$ cat config.mk
export PLATFORM = sky130hd
export DESIGN_NAME = div_unit
export DESIGN_NICKNAME = d
export VERILOG_FILES = /design/src/rtl/div_unit.sv
export SDC_FILE = /design/constraint.sdc
export NUM_CORES = 1
export LEC_CHECK = 0
export ABC_AREA = 1
export CORE_MARGIN = 1.5
export CORE_UTILIZATION = 59
export CTS_CLUSTER_SIZE = 28
export DETAILED_ROUTE_END_ITERATION = 8
export GPL_TIMING_DRIVEN = 1
export MAX_ROUTING_LAYER = met4
export PLACE_DENSITY_LB_ADDON = 0.08
export SETUP_SLACK_MARGIN = 0.02
export SLEW_MARGIN = 20
export SYNTH_ARGS = -nofsm -noshare
export SYNTH_HDL_FRONTEND = slang
export SYNTH_SLANG_ARGS = --single-unit
$ cat constraint.sdc
create_clock -name clk -period 3.2 [get_ports clk]
set_input_delay 0.96 -clock clk [delete_from_list [all_inputs] [get_ports clk]]
set_output_delay 0.96 -clock clk [all_outputs]
set_load 0.03 [all_outputs]
$ cat src/rtl/div_unit.sv
// Iterative radix-2 restoring divider (RV32M DIV/DIVU/REM/REMU) with ready/valid writeback.
// Optional macro DIV_FAST_SPECIAL_EN: divide-by-zero and signed overflow skip the iteration loop.
module div_unit #(
   parameter int DATA_WIDTH = 32,
   parameter int ADDR_WIDTH = 5
) (
   input  logic                  clk,
   input  logic                  rstn,
   input  logic                  in_valid,
   output logic                  in_ready,
   input  logic [1:0]            op,
   input  logic [DATA_WIDTH-1:0] src0,
   input  logic [DATA_WIDTH-1:0] src1,
   input  logic [ADDR_WIDTH-1:0] rd_addr,
   input  logic                  kill,
   output logic                  busy,
   output logic                  wb_valid,
   input  logic                  wb_ready,
   output logic                  wb_we,
   output logic [ADDR_WIDTH-1:0] wb_addr,
   output logic [DATA_WIDTH-1:0] wb_data,
   output logic [1:0]            dbg_state
);

   // Handshakes: a request transfers on a rising edge where in_valid & in_ready & !kill;
   // a result transfers on a rising edge where wb_valid & wb_ready & !kill.

   localparam int W  = DATA_WIDTH;
   localparam int CW = (W > 1) ? $clog2(W) : 1;

   localparam logic [1:0] S_IDLE = 2'd0;
   localparam logic [1:0] S_CALC = 2'd1;
   localparam logic [1:0] S_FIX  = 2'd2;
   localparam logic [1:0] S_DONE = 2'd3;

   localparam logic [W-1:0] MIN_NEG = {1'b1, {(W-1){1'b0}}};

   logic [1:0]            state_q;
   logic [1:0]            op_q;
   logic [ADDR_WIDTH-1:0] addr_q;
   logic [W-1:0]          divisor_q;
   logic [W-1:0]          rem_q;
   logic [W-1:0]          quo_q;
   logic [CW-1:0]         cnt_q;
   logic                  a_neg_q;
   logic                  b_neg_q;
   logic                  div0_q;
   logic                  ovf_q;
   logic [W-1:0]          wb_data_q;

   // Operand conditioning at accept time
   logic          in_signed;
   logic          src0_neg;
   logic          src1_neg;
   logic [W-1:0]  abs0;
   logic [W-1:0]  abs1;
   logic          in_div0;
   logic          in_ovf;

   assign in_signed = ~op[0];
   assign src0_neg  = in_signed & src0[W-1];
   assign src1_neg  = in_signed & src1[W-1];
   assign abs0      = src0_neg ? (-src0) : src0;
   assign abs1      = src1_neg ? (-src1) : src1;
   assign in_div0   = (src1 == '0);
   assign in_ovf    = in_signed & (src0 == MIN_NEG) & (src1 == '1);

   // One restoring step; the extra top bit keeps the compare exact when rem exceeds 2^(W-1)
   logic [W:0] rem_ext;
   logic [W:0] diff;
   logic       step_ge;

   assign rem_ext = {rem_q, quo_q[W-1]};
   assign diff    = rem_ext - {1'b0, divisor_q};
   assign step_ge = ~diff[W];

   // Sign correction and forced special-case results
   logic [W-1:0] quo_fix;
   logic [W-1:0] rem_fix;
   logic [W-1:0] fix_result;

   always_comb begin
      quo_fix = (a_neg_q ^ b_neg_q) ? (-quo_q) : quo_q;
      rem_fix = a_neg_q ? (-rem_q) : rem_q;
      if (div0_q) begin
         quo_fix = '1;
      end
      if (ovf_q) begin
         quo_fix = MIN_NEG;
         rem_fix = '0;
      end
      fix_result = op_q[1] ? rem_fix : quo_fix;
   end

   always_ff @(posedge clk or negedge rstn) begin
      if (!rstn) begin
         state_q   <= S_IDLE;
         op_q      <= '0;
         addr_q    <= '0;
         divisor_q <= '0;
         rem_q     <= '0;
         quo_q     <= '0;
         cnt_q     <= '0;
         a_neg_q   <= 1'b0;
         b_neg_q   <= 1'b0;
         div0_q    <= 1'b0;
         ovf_q     <= 1'b0;
         wb_data_q <= '0;
      end else if (kill && (state_q != S_IDLE)) begin
         state_q <= S_IDLE;
      end else begin
         case (state_q)
            S_IDLE: begin
               if (in_valid && !kill) begin
                  state_q   <= S_CALC;
                  op_q      <= op;
                  addr_q    <= rd_addr;
                  divisor_q <= abs1;
                  rem_q     <= '0;
                  quo_q     <= abs0;
                  cnt_q     <= CW'(W - 1);
                  a_neg_q   <= src0_neg;
                  b_neg_q   <= src1_neg;
                  div0_q    <= in_div0;
                  ovf_q     <= in_ovf;
`ifdef DIV_FAST_SPECIAL_EN
                  // FIX only needs |dividend| in rem for the divide-by-zero remainder
                  if (in_div0 || in_ovf) begin
                     state_q <= S_FIX;
                     rem_q   <= abs0;
                  end
`endif
               end
            end
            S_CALC: begin
               rem_q <= step_ge ? diff[W-1:0] : rem_ext[W-1:0];
               quo_q <= {quo_q[W-2:0], step_ge};
               if (cnt_q == '0) begin
                  state_q <= S_FIX;
               end else begin
                  cnt_q <= cnt_q - 1'b1;
               end
            end
            S_FIX: begin
               wb_data_q <= fix_result;
               state_q   <= S_DONE;
            end
            S_DONE: begin
               if (wb_ready) begin
                  state_q <= S_IDLE;
               end
            end
            default: state_q <= S_IDLE;
         endcase
      end
   end

   assign in_ready  = (state_q == S_IDLE);
   assign busy      = (state_q != S_IDLE);
   assign wb_valid  = (state_q == S_DONE);
   assign wb_addr   = addr_q;
   assign wb_data   = wb_data_q;
   assign wb_we     = wb_valid & wb_ready & ~kill & (addr_q != '0);
   assign dbg_state = state_q;

endmodule
==> results of run 1 <==
[state kept, by name (all words and copies together), names as in the netlist]
name and cells:
divisor_q 32, ovf_q 1, b_neg_q 1, wb_data 32
div0_q 1, rem_q 32, op_q 1, a_neg_q 1
cnt_q 5, dbg_state 2, wb_addr 5, quo_q 32
[how the worst min path moves through the flow]
stage / cells after the start / start / end
floorplan: 2 / divisor_q[30]$_DFFE_PN0P_ / divisor_q[30]$_DFFE_PN0P_
global placement: 2 / wb_data[5]$_DFFE_PN0P_ / wb_data[5]$_DFFE_PN0P_
detailed placement: 2 / wb_data[27]$_DFFE_PN0P_ / wb_data[27]$_DFFE_PN0P_
CTS: 2 / wb_data[27]$_DFFE_PN0P_ / wb_data[27]$_DFFE_PN0P_
global route: 2 / divisor_q[7]$_DFFE_PN0P_ / divisor_q[7]$_DFFE_PN0P_
finish: 2 / wb_data[27]$_DFFE_PN0P_ / wb_data[27]$_DFFE_PN0P_
[cell usage in the layout (no fill, tap or decap), types with 37 or more instances in the layout]
cell type,n
clkdlybuf4s50_1,116
nand3_1,218
inv_1,297
dfrtp_1,145
nor2_1,180
nand4_1,37
ha_1,43
a21oi_1,78
nand2_1,680
o21ai_0,112
[power groups by stage]
stage	clock network, mW	registers (mW)	logic [mW]
after floorplan	0	3.23	4.10
after global placement	0	2.91	6.43
after detailed placement	0	2.94	6.58
after CTS	2.13	2.92	6.67
after global routing	2.21	2.99	7.51
final	2.14	2.94	6.82
[cells by family after synthesis]
kind of cell,Yosys count
simple gates,1155
flops,145
buf+inv,362
xor+xnor,58
compound gates,280
fa+ha+maj,44
[repair_timing]
action,4_1_cts,5_1_grt
endpoints found under the setup margin,0,6
gates resized for setup,0,1
hold endpoints to repair,0,0
[critical path: cells and delay by family, from the launching register on]
| kind | cells | cell delay (ns) |
|---|---|---|
| flops | 1 | 0.42 |
| buf+inv | 3 | 0.94 |
| fa+ha+maj | 1 | 0.31 |
[through the flow]
| stage | instance area, µm² | hold WS (ns) | std cells | power [mW] |
|---|---|---|---|---|
| floorplan | 12500 | 0.449 | 2044 | 7.33 |
| global placement | 14000 | 0.464 | 2409 | 9.35 |
| detailed placement | 14000 | 0.466 | 2409 | 9.51 |
| CTS | 14600 | 0.484 | 2441 | 11.7 |
| global route | 14700 | 0.505 | 2441 | 12.7 |
| finish | 14700 | 0.478 | 2441 | 11.9 |
[cell type report]
type,instances,area (µm²)
inverter,308,1160
multi-input combinational,1537,7500
timing repair buffer,144,1400
clock buffer,20,447
sequential,145,3630
clock inverter,12,173
fill,1851,6240
tap,275,344
[per-layer routing]
metal  track usage (%)  routed length (µm)
met1              53.1               17300
met2              61.5               18800
met3              4.66                3690
met4              16.1                1720
met5                 -                   0
[cell usage after synthesis, drive strengths merged, types with 2 or more instances]
cell      n
nor2    181
o211ai   15
and3      2
a32o      2
nand2   681
o31ai     7
inv     304
dfrtp   145
o21a      2
a21oi    78
buf      21
o21ai   116
a31oi     4
ha       43
xnor2    21
nand3b    4
o21bai   18
nor4      5
nor3     21
nand3   218
xor2     37
clkbuf   33
and2      3
o22ai    17
or2       3
o221ai   15
nand4    37
clkinv    4
==> out/metrics.yaml, run 1 <==
portBuffers: 118
final_util_pct: 70.1
pin_count: 119
cts_tree: "yes"
critPathSlowestCell: "clkdlybuf4s50_1"
grt-ovfl-total: 0
finalSetupTns_ns: 0
synth_simple_gate_area_share_pct: 38.2
synthAdderAreaFrac_pct: 4.46
crit_fanout: 6
max_cap_violations: 0
synthFlopType: "dfrtp_1"
drive_gt1_share_pct: 3.37
p_sw_mw: 5.98
grt.total_usage_pct: 39.7
path_clk_slew_ns: 0.07
synth_cells: 2044
fin_ws_ns: 0.138
rr_worst_depth: 18
avgSynthCellArea_um2: 6.12
via_per_inst: 5.81
wire_per_inst_um: 17.0
fmax_mhz: 327
ys_ff_latch: 145
r2r_setup_slack_ns: 0.31
clk_latency_ns: 0.44
synth_top_area_share_pct: 29.0
p_int_mw: 5.93
cts_sinks: 145
min_path_type: "register to register"
synth_compound_area_share_pct: 13.0
layout.nets: 2273
skew_ns: 0.0102
p_clk_share_pct: 18.0
synth_fp_nets: 2164
crit_path_start: "dbg_state[0]$_DFFE_PN0P_"
synth_xor_area_share_pct: 4.12
drv_slew: 0
grt_pass1_vias: 13051
muxShareOfSynthArea_pct: 0
worstSetupEndpointType: "primary output"
critPathMostFrequentCell: "inv_1"
share_seq_of_total_power_pct: 24.7
rsz0062_at_grt: "false"
finalSetupViolCount: 0
initial_core_util_pct: 59.9
area_growth_pct: 17.1
num_vias: 14188
wirelength_um: 41600
dp_hpwl_um: 32100
antennaDiodeCount: 0
syn_area_mm2: 0.0125
cts_inserted_buffers: 17
synth_edf_count: 0
outcome: "completed"
cpPeakStageDelay_ns: 0.69
die_h_um: 149
crit_path_end: "busy"
pwr-share-comb_pct: 57.3
dpl_worst_slack_ns: 0.0670
ys_top_cells_by_area: "dfrtp_1 (29%), nand2_1 (20%), inv_1 (8.9%)"
seq_area_frac_synth_pct: 29.0
die-area_mm2: 0.0221
die_w_um: 149
slew-limit-headroom_pct: 51.9
gp_congestion: 0.968
ys_types: 45
dr.pass1.iters: 7
tightest_slew_ns: 0.720
fp.coreArea_mm2: 0.0209
swShare_pct: 50.2
grt_max_degree: 55
postCtsSetupBuffers: 0
critPathKind: "register to primary output"
cts_max_level: 4
r2r_start: "quo_q[31]$_DFFE_PN0P_"
grt_pass1_wl_um: 66600
power.density_mw_per_mm2: 812
total_leakage_power_nw: 7.78
reg2reg_to: "rem_q[6]$_DFFE_PN0P_"
yosysTopAreaCell: "dfrtp_1"
antenna_found_initial: 0
drcViolationCount: 0
required_ns: 2.24
root_buffer: "clkbuf_16"
finalHoldViolations: 0
synth_warnings: 0
cp.arrival_ns: 2.10
period_minus_slack_ns: 3.06
start_kind: "register"
period_share_pct: 95.7
drt_iter0_markers: 1716
ctsHoldBuffers: 0
antenna_left: 0
ir_drop_mv: 0.735
ctsLongestPathBuffers: 2
crit_chain: "inv_1 -> ha_1 -> inv_1 -> clkdlybuf4s50_1"
num_rows: 53
synth_top_family_by_area: "simple AND/OR/NAND/NOR gates"
synth-async-reset-ratio_pct: 100
(Power assumes the default switching activity.)
==> inputs of run 2 (changes only) <==
--- a/config.mk
+++ b/config.mk
@@ -7,7 +7,7 @@
 export LEC_CHECK = 0
 export ABC_AREA = 1
 export CORE_MARGIN = 1.5
-export CORE_UTILIZATION = 59
+export CORE_UTILIZATION = 60
 export CTS_CLUSTER_SIZE = 28
 export DETAILED_ROUTE_END_ITERATION = 8
 export GPL_TIMING_DRIVEN = 1
==> constraint.sdc (replaced) <==
create_clock -name clk -period 3.9 [get_ports clk]
set_input_delay 1.17 -clock clk [delete_from_list [all_inputs] [get_ports clk]]
set_output_delay 1.17 -clock clk [all_outputs]
set_load 0.03 [all_outputs]
==> out/metrics.yaml, run 2 (synthesized netlist as in run 1, its figures left out) <==
area_growth_pct: 16.6
num-fill-cells: 1731
cts_sinks: 145
ir_drop_mv: 0.674
postCtsSetupBuffers: 0
antenna_found_initial: 0
r2r_setup_slack_ns: 0.80
worstSetupEndpointType: "primary output"
grt_pass1_vias: 13159
p_clk_share_pct: 17.9
placed_cells: 2400
skew_ns: 0.0137
ctsLongestPathBuffers: 2
finalHoldViolations: 0
swShare_pct: 51.1
crit_fanout: 4
final_util_pct: 71.7
share_seq_of_total_power_pct: 24.6
p_int_mw: 4.79
grt.total_usage_pct: 40.7
cts_tree: "yes"
clk_latency_ns: 0.44
dr.pass1.iters: 6
grt_pass1_wl_um: 67600
cpPeakStageDelay_ns: 0.66
via_per_inst: 5.88
crit_chain: "clkdlybuf4s50_1 -> inv_1 -> nand4_1 -> inv_1 -> clkdlybuf4s50_1"
power.density_mw_per_mm2: 672
drive_gt1_share_pct: 3.19
num_vias: 14298
die_h_um: 147
period_minus_slack_ns: 3.71
ctsHoldBuffers: 0
rsz0062_at_grt: "false"
grt_max_degree: 72
whs_path_depth: 2
drt_iter0_markers: 1741
r2r_start: "quo_q[31]$_DFFE_PN0P_"
cts_max_level: 4
p_sw_mw: 5.01
required_ns: 2.73
dpl_cell_area_mm2: 0.0140
routed.top_layer: "met4"
pin_count: 119
holdPathEnd: "wb_data[5]$_DFFE_PN0P_"
fin_area_mm2: 0.0146
gp_congestion: 0.980
fp.coreArea_mm2: 0.0204
slew-limit-headroom_pct: 49.1
root_buffer: "clkbuf_16"
rr_worst_depth: 18
multiInputGateArea_mm2: 0.00750
drv_slew: 0
tightest_slew_ns: 0.763
wl_met2_um: 19100
grt-ovfl-total: 0
die-area_mm2: 0.0217
wl_met1_um: 17700
cts_resized: 0
initial_core_util_pct: 61.5
outcome: "completed"
pwr-share-comb_pct: 57.6
dp_hpwl_um: 32400
finalSetupTns_ns: 0
cts_inserted_buffers: 17
wl_met3_um: 3770
critPathSlowestCell: "clkdlybuf4s50_1"
antenna_left: 0
wirelength_um: 42200
cp.arrival_ns: 2.54
period_share_pct: 95.1
drcViolationCount: 0
wire_per_inst_um: 17.4
reg2reg_to: "rem_q[25]$_DFFE_PN0P_"
fmax_mhz: 270
instances_no_fill: 2433
critPathKind: "input port to primary output"
final_cell_mix: "nand2_1 (681), inv_1 (297), nand3_1 (218)"
ff_latch_area_mm2: 0.00363
die_w_um: 147
layout_commonest_cell: "nand2_1"
portBuffers: 118
worstHoldStart: "wb_data[5]$_DFFE_PN0P_"
max_cap_violations: 0
layout.nets: 2269
start_kind: "input port"
min_path_type: "register to register"
finalSetupViolCount: 0
total_leakage_power_nw: 7.76
path_clk_slew_ns: 0.07
num_rows: 52
run 2: power groups by stage:
| stage | combinational, mW | sequential, mW | clock (mW) |
|---|---|---|---|
| after floorplan | 3.37 | 2.65 | 0 |
| after global placement | 5.25 | 2.37 | 0 |
| after detailed placement | 5.41 | 2.40 | 0 |
| after CTS | 5.48 | 2.38 | 1.74 |
| after global routing | 6.16 | 2.45 | 1.80 |
| final | 5.64 | 2.41 | 1.75 |
run 2: how the worst max path moves through the flow:
stage	slack (ns)	start	cells past startpoint	end
2_1_floorplan	1.18	kill	3	wb_we
3_3_place_gp	0.22	kill	5	wb_we
3_5_place_dp	0.21	kill	5	wb_we
4_1_cts	0.20	kill	5	wb_we
5_1_grt	0.16	kill	5	wb_we
6_report	0.19	kill	5	wb_we
run 2: per-layer routing:
metal,global-route usage (%),vias to the layer above
li1,-,6789
met1,54.6,6514
met2,62.4,860
met3,5.80,135
met4,16.2,0
met5,-,-
run 2: critical path: cells and delay by family:
| kind | cells | cell delay [ns] |
|---|---|---|
| AND/OR/NAND/NOR | 1 | 0.10 |
| buffers and inverters | 4 | 1.27 |
run 2: final cells by class:
class                           instances  area share (%)
Sequential cell                       145            24.9
Timing Repair Buffer                  140            9.32
Clock inverter                         15            1.28
Antenna cell                            1          0.0171
Tap cell                              270            2.31
Inverter                              308            7.92
Multi-Input combinational cell       1537            51.4
Clock buffer                           17            2.91
run 2: stage by stage:
step | hold slack, ns | total power, mW | worst slack, ns
floorplan | 0.449 | 6.02 | 1.18
global placement | 0.463 | 7.62 | 0.220
detailed placement | 0.466 | 7.81 | 0.215
CTS | 0.484 | 9.61 | 0.202
global route | 0.504 | 10.4 | 0.156
finish | 0.480 | 9.80 | 0.191
